**src/rtl/priority_select_pkg.sv**
```systemverilog
// Shared types and limits for the priority_select_rr selector.
package priority_select_pkg;

  typedef enum logic {MODE_FIXED = 1'b0, MODE_RR = 1'b1} mode_t;

  localparam int MAX_CH = 32;

endpackage

```
**src/rtl/priority_arb_core.sv**
```systemverilog
// Combinational arbiter: fixed-priority or round-robin winner selection.
// The request vector is duplicated to 2*N_CH bits. Only the positions at or
// above the pointer are kept, so the first set bit is the first requester in
// circular order starting at ptr. Fixed mode is the same search with ptr = 0.
module priority_arb_core
  import priority_select_pkg::*;
#(
  parameter int N_CH  = 4,
  parameter int IDX_W = $clog2(N_CH)
) (
  input  logic [N_CH-1:0]  req_i,
  input  logic [IDX_W-1:0] ptr_i,
  input  mode_t            mode_i,
  output logic [N_CH-1:0]  gnt_o,
  output logic [IDX_W-1:0] idx_o,
  output logic             any_o
);

  logic [IDX_W-1:0]  ptr_eff;
  logic [2*N_CH-1:0] dbl_req;

  assign ptr_eff = (mode_i == MODE_RR) ? ptr_i : '0;
  assign dbl_req = {req_i, req_i};
  assign any_o   = |req_i;

  // Masked double-width search for the lowest set bit at or above ptr_eff.
  always_comb begin
    logic found;
    found = 1'b0;
    idx_o = '0;
    for (int j = 0; j < 2*N_CH; j++) begin
      if (!found && dbl_req[j] && (j >= int'(ptr_eff))) begin
        found = 1'b1;
        idx_o = (j >= N_CH) ? IDX_W'(j - N_CH) : IDX_W'(j);
      end
    end
  end

  // Decode the winning index to one-hot; the result is all zero when nothing is requested.
  always_comb begin
    gnt_o = '0;
    for (int k = 0; k < N_CH; k++) begin
      if (any_o && (idx_o == IDX_W'(k))) gnt_o[k] = 1'b1;
    end
  end

endmodule

```
**src/rtl/priority_select_rr.sv**
```systemverilog
// Registered N-channel priority selector with a valid/ready output stage.
// It supports fixed-priority or round-robin arbitration, and it reports the grant.
module priority_select_rr
  import priority_select_pkg::*;
#(
  parameter int N_CH  = 4,
  parameter int W     = 8,
  parameter int IDX_W = $clog2(N_CH)
) (
  input  logic              i_clk,
  input  logic              i_rst_n,
  input  logic              i_mode,
  input  logic [N_CH-1:0]   i_ctrl,
  input  logic [N_CH*W-1:0] i_in,
  input  logic              i_ready,
  output logic              o_valid,
  output logic [W-1:0]      o_data,
  output logic [N_CH-1:0]   o_grant,
  output logic [IDX_W-1:0]  o_grant_idx
);

  generate
    if (N_CH < 2 || N_CH > MAX_CH) begin : g_bad_nch
      $error("priority_select_rr: N_CH out of range 2..MAX_CH");
    end
    if (W < 1) begin : g_bad_w
      $error("priority_select_rr: W must be >= 1");
    end
  endgenerate

  logic              valid_q, valid_d;
  logic [W-1:0]      data_q, data_d;
  logic [N_CH-1:0]   grant_q, grant_d;
  logic [IDX_W-1:0]  idx_q, idx_d;
  logic [IDX_W-1:0]  ptr_q, ptr_d;

  logic [N_CH-1:0]   arb_gnt;
  logic [IDX_W-1:0]  arb_idx;
  logic              arb_any;
  logic [W-1:0]      data_sel;
  logic              load;
  mode_t             mode;

  assign mode = mode_t'(i_mode);
  assign load = !valid_q || i_ready;

  priority_arb_core #(.N_CH(N_CH), .IDX_W(IDX_W)) u_arb (
    .req_i  (i_ctrl),
    .ptr_i  (ptr_q),
    .mode_i (mode),
    .gnt_o  (arb_gnt),
    .idx_o  (arb_idx),
    .any_o  (arb_any)
  );

  // One-hot AND-OR mux of the winning channel's data.
  always_comb begin
    data_sel = '0;
    for (int k = 0; k < N_CH; k++) begin
      if (arb_gnt[k]) data_sel = data_sel | i_in[k*W +: W];
    end
  end

  // Next state. A stall holds everything. An idle load drops valid and keeps data and idx.
  always_comb begin
    valid_d = valid_q;
    data_d  = data_q;
    grant_d = grant_q;
    idx_d   = idx_q;
    ptr_d   = ptr_q;
    if (load) begin
      if (arb_any) begin
        valid_d = 1'b1;
        data_d  = data_sel;
        grant_d = arb_gnt;
        idx_d   = arb_idx;
        if (mode == MODE_RR)
          ptr_d = (arb_idx == IDX_W'(N_CH-1)) ? '0 : arb_idx + 1'b1;
      end else begin
        valid_d = 1'b0;
        grant_d = '0;
      end
    end
  end

  // Output register and round-robin pointer, with a synchronous active-low reset.
  always_ff @(posedge i_clk) begin
    if (!i_rst_n) begin
      valid_q <= 1'b0;
      data_q  <= '0;
      grant_q <= '0;
      idx_q   <= '0;
      ptr_q   <= '0;
    end else begin
      valid_q <= valid_d;
      data_q  <= data_d;
      grant_q <= grant_d;
      idx_q   <= idx_d;
      ptr_q   <= ptr_d;
    end
  end

  assign o_valid     = valid_q;
  assign o_data      = data_q;
  assign o_grant     = grant_q;
  assign o_grant_idx = idx_q;

endmodule

```
**config.mk**
```make
export PLATFORM = sky130hd
export DESIGN_NAME = priority_select_rr
export DESIGN_NICKNAME = d
export VERILOG_FILES = /design/src/rtl/priority_select_pkg.sv /design/src/rtl/priority_arb_core.sv /design/src/rtl/priority_select_rr.sv
export SDC_FILE = /design/constraint.sdc
export NUM_CORES = 1
export LEC_CHECK = 0
export CAP_MARGIN = 20
export CORE_UTILIZATION = 42
export DETAILED_ROUTE_END_ITERATION = 8
export PLACE_DENSITY = 0.95
export SETUP_SLACK_MARGIN = 0.3
export SYNTH_ARGS = -nofsm -noshare
export SYNTH_HDL_FRONTEND = slang
export SYNTH_HIERARCHICAL = 1
export SYNTH_SLANG_ARGS = --single-unit
```
**constraint.sdc**
```tcl
create_clock -name i_clk -period 3.9 [get_ports i_clk]
set_input_delay 0.78 -clock i_clk [delete_from_list [all_inputs] [get_ports i_clk]]
set_output_delay 0.78 -clock i_clk [all_outputs]
set_load 0.1 [all_outputs]
```
After elaboration in Yosys (flattened, before gate mapping) --
Cells that the tools add are included.
Word-level totals: bits in registers 17, bits of input ports 40, output and inout port bits 15
Cells by class: add/sub/neg operators 1, magnitude comparators 3, equality and inequality tests 3, multiplexer cells 26, bitwise gates (word level) 3, reduce and logical (&&, ||, !) cells 27
Operators by type and width (number):
- $mux W8 | 4
- $or A8 B8 Y8 | 3
- $mux W2 | 8
- $logic_and A1 B1 Y1 | 14
- $mux W1 | 13
- $logic_not A1 Y1 | 8
- $eq A2 B2 Y1 const B | 2
- $ge A1 B2 Y1 const A | 2
- $mux W4 | 1
- $reduce_or A4 Y1 | 1
- $reduce_and A3 Y1 | 1
- $add A2 B1 Y2 const B | 1
- $eq A2 B1 Y1 const B | 1
- $ge A2 B2 Y1 const A | 1
- $logic_not A2 Y1 | 1
- $reduce_and A2 Y1 | 1
- $logic_or A1 B1 Y1 | 1

Longest topological paths before layout --
Gate-level depths: netlist of the first run.
depth after elaboration 37, gate-level depth with buffers 8, depth with buffers taken out 6

Cells and area by module --
The synthesis of the first run kept the hierarchy.
Modules (own cells, without submodules):
- priority_select_rr | times used 1, cells each 91, area each 797.0 µm², sequential area each 340.3 µm²
- priority_arb_core | times used 1, cells each 38, area each 240.2 µm², sequential area each 0.0 µm²

Worst setup path before layout of the first run --
No wires, ideal clock.
kind input to register, from in i_ctrl[2], to reg data_q[0], in the netlist o_data[0], setup time 0.091 ns, arrival 2.225 ns, data required time 3.809 ns, path slack 1.583 ns, stages on the path 8, path through buf_6 -> and2b_1 -> o21ai_2 -> a2111oi_4 -> nor2b_1 -> clkbuf_1 -> a22oi_1 -> a311oi_1
On the way: elaborated cells on any way between the ends 44, classes of those cells eq/ne (3); mux (19); bitwise (3); reduce/logical (19)
RTL lines:
- start, declared | line priority_select_rr.sv:13 | input logic [N_CH-1:0] i_ctrl,
- $logic_and A1 B1 Y1 (2 in a row) | line priority_arb_core.sv:32 | if (!found && dbl_req[j] && (j >= int'(ptr_eff))) begin
- $mux W1 | line priority_arb_core.sv:32
- $logic_not A1 Y1 | line priority_arb_core.sv:32
- $logic_and A1 B1 Y1 | line priority_arb_core.sv:32
- $mux W1 | line priority_arb_core.sv:32
- $logic_not A1 Y1 | line priority_arb_core.sv:32
- $logic_and A1 B1 Y1 | line priority_arb_core.sv:32
- $mux W1 | line priority_arb_core.sv:32
- [... 9 more ...]
- net arb_idx[0] | line priority_select_rr.sv:38 | logic [IDX_W-1:0] arb_idx;
- [... 1 more ...]
- $logic_and A1 B1 Y1 * | line priority_arb_core.sv:43 | if (any_o && (idx_o == IDX_W'(k))) gnt_o[k] = 1'b1;
- $mux W1 * | line priority_arb_core.sv:43
- net arb_gnt[1] | line priority_select_rr.sv:37 | logic [N_CH-1:0] arb_gnt;
- $mux W8 * | line priority_select_rr.sv:60 | if (arb_gnt[k]) data_sel = data_sel | i_in[k*W +: W];
- $or A8 B8 Y8 | line priority_select_rr.sv:60
- $mux W8 * | line priority_select_rr.sv:60
- $or A8 B8 Y8 | line priority_select_rr.sv:60
- $mux W8 * | line priority_select_rr.sv:60
- end signal, assigned | line priority_select_rr.sv:96 | data_q <= data_d;
- end, declared | line priority_select_rr.sv:32 | logic [W-1:0] data_q, data_d;
The timed path passes the listed nets; every way through them passes the cells marked *. A chain may end at the register's enable or synchronous reset.

Worst setup path in the final report of the first run --
from in i_ctrl[2], to reg data_q[4], in the netlist o_data[4]
The elaborated chain is that of the path after synthesis.

==> results of run 1 <==
## sequential cells by signal, indices dropped and copies added (netlist names)
name and cells:
ptr_q 2, o_valid 1, o_data 8, o_grant 4
o_grant_idx 2
## worst max-delay path, stage by stage
cell and delay (ns):
clkdlybuf4s50_1 0.63, and2b_1 0.18, o21ai_2 0.08, a2111oi_4 0.44, nor2b_1 0.59, a22oi_1 0.17
a311oi_1 0.34
## logic make-up (layout without fill, tap and decap cells)
logic type      after synthesis  count (layout)  share of synthesized area [%]
flops                        17              17                           32.8
fa+ha+maj                     1               1                           1.21
simple gates                 33              33                           17.3
compound gates               59              59                           39.3
buf+inv                      19              67                           9.41
## placed cells by master (no fill, tap or decap), types with 2 or more instances in the layout
cell              n
o21ai_0           5
a31oi_1           3
buf_4             2
or2b_2            2
nor2b_1           3
a311oi_1          8
nand3_1           8
a22oi_1          16
nand2_1           7
clkbuf_4          3
nand4_1           2
clkdlybuf4s50_1  54
dfxtp_1          17
nor2_1            6
inv_1             6
a21oi_1          21
## worst max-delay path by stage
stage	startpoint	end	slack, ns	cells after the start
after detailed placement	i_ctrl[2]	o_data[4]	0.60	7
final	i_ctrl[2]	o_data[4]	0.87	7
after global routing	i_ctrl[2]	o_data[4]	0.61	7
after global placement	i_ctrl[2]	o_data[7]	0.75	7
after CTS	i_ctrl[2]	o_data[4]	0.90	7
after floorplan	i_ctrl[2]	o_data[0]	1.58	8
## metrics by stage
step           utilization, %  instance area [um^2]  hold WS (ns)  instances  power [mW]
5_1_grt                  69.6                  1580         0.496        205       0.580
4_1_cts                  69.6                  1580         0.471        205       0.556
3_3_place_gp             68.4                  1560         0.442        201       0.456
2_1_floorplan               -                  1040         0.454        129       0.378
3_5_place_dp             68.4                  1560         0.458        201       0.462
6_report                 69.6                  1580         0.468        205       0.558
## layout make-up
type	count	area [um^2]	area share, %
Multi-Input combinational cell	93	599	37.8
Inverter	7	26.3	1.66
Tap cell	28	35.0	2.21
Timing Repair Buffer	56	556	35.1
Sequential cell	17	340	21.5
Clock buffer	3	22.5	1.42
Clock inverter	1	5.00	0.316
## report_power, final
group	total (mW)	leakage [nW]	switching, mW	internal [mW]
logic	0.259	0.409	0.167	0.0925
clock network	0.0973	0.0177	0.0592	0.0382
registers	0.201	0.140	0.0118	0.190
total	0.558	0.567	0.238	0.320
## metal layers
| layer | GRT usage [%] | share of wire (%) |
|---|---|---|
| met1 | 31.1 | 38 |
| met2 | 44.4 | 50 |
| met3 | 4.39 | 9.0 |
| met4 | 14.0 | 2.2 |
| met5 | 0 | 0 |
==> impl_metrics.tcl, run 1 <==
set metrics [dict create \
    hold_viol_final 0 \
    cts_tree "built" \
    rsz0062_at_grt "false" \
    viasPerCell 6.03 \
    antenna_found_initial 0 \
    post-route-period-util_pct 77.6 \
    wire_per_inst_um 15.4 \
    hold_path_end "o_grant[0]" \
    dr.first_iter.drc_count 47 \
    rows 17 \
    cts_resized 0 \
    pre_cts_slack_ns 0.596 \
    cp.required_ns 4.09 \
    ant_nets 0 \
    die-width_um 51.7 \
    pwr_density_cell_mw_per_mm2 352 \
    drv_cap 0 \
    num_io_pins 55 \
    synthCells 129 \
    ys_types 31 \
    rr_startpoint "ptr_q[0]" \
    setup-tns-final_ns 0 \
    start_kind "primary input" \
    drive_gt1_share_pct 6.78 \
    cellLeakagePower_nw 0.567 \
    hold_depth 2 \
    syn_to_final_growth_pct 52.7 \
    cts_buffers 3 \
    ys_seq_elements 17 \
    die_y_um 51.7 \
    synth_warnings 6 \
    hpwlAfterDp_um 2340 \
    drc 0 \
    rr_worst_depth 6 \
    coreArea_mm2 0.00228 \
    clk_pin_slew_ns 0.11 \
    grt_usage_pct 26.1 \
    synth.area.top_cells "dfxtp_1 33%, a22oi_1 12%, a21oi_1 10%, a311oi_1 6.8%, nand3_1 3.9%" \
    hold_class "flip-flop to flip-flop" \
    yosysTopAreaCellShare_pct 32.8 \
    root_buffer "clkbuf_4" \
    clockBufferDepth 2 \
    min_period_ns 3.03 \
    critPathMaxFanout 10 \
    setup.worst_path.class "primary input to flip-flop" \
    synth_area_per_cell_um2 8.04 \
    syn_nets 170 \
    setup_viol 0 \
    nets 219 \
    synth_top_flop_cell "dfxtp_1" \
    setup_ws_ns 0.873 \
    tightest_slew_ns 0.993 \
    syn_area_mm2 0.00104 \
    yosysMostFrequentCell "a21oi_1" \
    fmax_mhz 330 \
    ir_drop_mv 0.223 \
    slew_viol_final 0 \
    routed_wl_um 3160 \
    overflow 0 \
    cts_hold_buf 0 \
    portBuffers 54 \
    clkSinkCount 17 \
    gp_congestion 0.762 \
    post_cts_buffers 0 \
    timing.rr.end "o_data[4]" \
    grt_start_max_net_pins 18 \
    vias 1236 \
    grt_pass1_vias 1146 \
    n_antenna_cell 0 \
    synth.largest_area_cell "dfxtp_1" \
    htreeDepth 1 \
    start_util_pct 45.6 \
    grt_pass1_wl_um 5180 \
    synth_common_cells "21 x a21oi_1, 17 x dfxtp_1, 16 x a22oi_1, 8 x a311oi_1, 8 x nand3_1" \
    async_reset_ff_share_pct 0 \
    synth-seq-area-share_pct 32.8 \
    clk_latency_ns 0.29 \
    firstDrtPassIters 4 \
    regToRegSetupSlack_ns 1.58 \
    die-area_mm2 0.00267 \
    outcome "complete, no violations" \
    hold_start "o_grant[0]" \
    setup.worst_path.end_class "flip-flop" \
    worstPathArrival_ns 3.21 \
    n_fill_cell 160 \
    fin_skew_ns 0.00438 \
    synth_edf_count 0 \
    relSlewSlack_pct 33.6 \
]
Note: power is estimated with default switching activity, not from simulation.
==> inputs of run 2 (changes only) <==
--- a/config.mk
+++ b/config.mk
@@ -6,9 +6,9 @@
 export NUM_CORES = 1
 export LEC_CHECK = 0
 export CAP_MARGIN = 20
-export CORE_UTILIZATION = 42
+export CORE_UTILIZATION = 39
 export DETAILED_ROUTE_END_ITERATION = 8
-export PLACE_DENSITY = 0.95
+export PLACE_DENSITY = 0.91
 export SETUP_SLACK_MARGIN = 0.3
 export SYNTH_ARGS = -nofsm -noshare
 export SYNTH_HDL_FRONTEND = slang
==> constraint.sdc (replaced) <==
create_clock -name i_clk -period 3.1 [get_ports i_clk]
set_input_delay 0.62 -clock i_clk [delete_from_list [all_inputs] [get_ports i_clk]]
set_output_delay 0.62 -clock i_clk [all_outputs]
set_load 0.1 [all_outputs]
==> run 2 against run 1 <==
  * Power up 24%
  * Highest routed layer unchanged
  * Count of clock-buffer cells in the layout stayed put
  * Via count shrank 3.8%
==> impl_metrics.tcl, run 2 (synthesis results as in run 1) <==
set metrics [dict create \
    cellLeakagePower_nw 0.606 \
    final_common_cell "clkdlybuf4s50_1" \
    clkSinkCount 17 \
    cts_hold_buf 0 \
    largest_reg_flops 8 \
    min_period_ns 2.57 \
    design_area_mm2 0.00157 \
    ir_drop_mv 0.330 \
    firstDrtPassIters 4 \
    post-route-period-util_pct 83.0 \
    endpoint "o_data[3]" \
    tightest_slew_ns 0.499 \
    overflow 0 \
    routed_wl_um 2840 \
    gp_congestion 0.924 \
    setup.worst_path.end_class "flip-flop" \
    n_fill_cell 192 \
    nets 222 \
    root_buffer "clkbuf_4" \
    grt_start_max_net_pins 18 \
    clk_latency_ns 0.29 \
    cts_buffers 3 \
    vias 1189 \
    die-area_mm2 0.00287 \
    setup.worst_path.class "primary input to flip-flop" \
    clk_pin_slew_ns 0.10 \
    multiInputGateArea_um2 599 \
    hold_class "flip-flop to flip-flop" \
    fin_skew_ns 0.00486 \
    rr_worst_depth 6 \
    hpwlAfterDp_um 2230 \
    cts_tree "built" \
    die-width_um 53.6 \
    rows 18 \
    fmax_mhz 389 \
    p_total_mw 0.690 \
    rsz0062_at_grt "false" \
    outcome "complete, no violations" \
    clockBufferDepth 2 \
    rr_startpoint "ptr_q[1]" \
    drv_cap 0 \
    grt_usage_pct 22.2 \
    grt_pass1_vias 1130 \
    setup_viol 0 \
    die_y_um 53.6 \
    worstPathArrival_ns 2.76 \
    hold_viol_final 0 \
    timing.rr.end "ptr_q[0]" \
    regToRegSetupSlack_ns 1.05 \
    start_kind "primary input" \
    setup-tns-final_ns 0 \
    htreeDepth 1 \
    layout_common_cells "39 x clkdlybuf4s50_1, 21 x a21oi_1, 20 x buf_4" \
    drc 0 \
    seqCellArea_um2 340 \
    cp-startpoint "i_mode" \
    pwr_density_cell_mw_per_mm2 439 \
    antenna_found_initial 0 \
    slew_viol_final 0 \
    syn_to_final_growth_pct 51.5 \
    post_cts_buffers 0 \
    grt_pass1_wl_um 4650 \
    drive_gt1_share_pct 16.7 \
    cp.required_ns 3.29 \
    viasPerCell 5.66 \
    placed_area_mm2 0.00154 \
    num_io_pins 55 \
    start_util_pct 41.5 \
    finalCoreUtilization_pct 62.9 \
    critPathMaxFanout 9 \
    coreArea_mm2 0.00250 \
    cts_resized 0 \
    dr.first_iter.drc_count 18 \
    relSlewSlack_pct 66.6 \
    n_antenna_cell 0 \
    ant_nets 0 \
    portBuffers 54 \
    wire_per_inst_um 13.5 \
    hold_ws_ns 0.461 \
]
[run 2: how the worst min path moves through the flow]
stage                    start         end  slack (ns)  cells after the start
floorplan             ptr_q[1]    ptr_q[1]        0.45                      2
global placement    o_grant[0]  o_grant[0]        0.44                      2
detailed placement  o_grant[0]  o_grant[0]        0.45                      2
CTS                 o_grant[0]  o_grant[0]        0.46                      2
global route        o_grant[3]  o_grant[3]        0.48                      2
finish              o_grant[0]  o_grant[0]        0.46                      2
[run 2: power by group]
| part | switching [mW] | internal [mW] |
|---|---|---|
| Sequential | 0.0139 | 0.238 |
| Clock | 0.0696 | 0.0479 |
| Combinational | 0.207 | 0.113 |
| Total | 0.291 | 0.399 |
[run 2: metrics by stage]
step	worst slack [ns]	cells
floorplan	0.943	129
global placement	0.369	206
detailed placement	0.287	206
CTS	0.585	210
global route	0.415	210
finish	0.527	210
[run 2: layout make-up]
class / instances / share of cell area [%]
tap: 30 / 2.39
clock inverter: 1 / 0.318
multi-input combinational: 93 / 38.1
timing repair buffer: 59 / 34.4
sequential: 17 / 21.7
clock buffer: 3 / 1.43
inverter: 7 / 1.67
[run 2: critical path: stages]
cell and delay (ns):
clkdlybuf4s50_1 0.65, nor2b_1 0.27, a31oi_1 0.17, a21oi_1 0.32, nor2b_1 0.18, buf_4 0.18, a22oi_1 0.09, a311oi_1 0.28
[run 2: routing by layer]
layer  vias to the layer above  wire (um)  track usage (%)
li1                        588          -                -
met3                         2        267             7.91
met1                       537       1160             25.3
met5                         -          0                0
met4                         0         13             10.1
met2                        62       1400             36.9
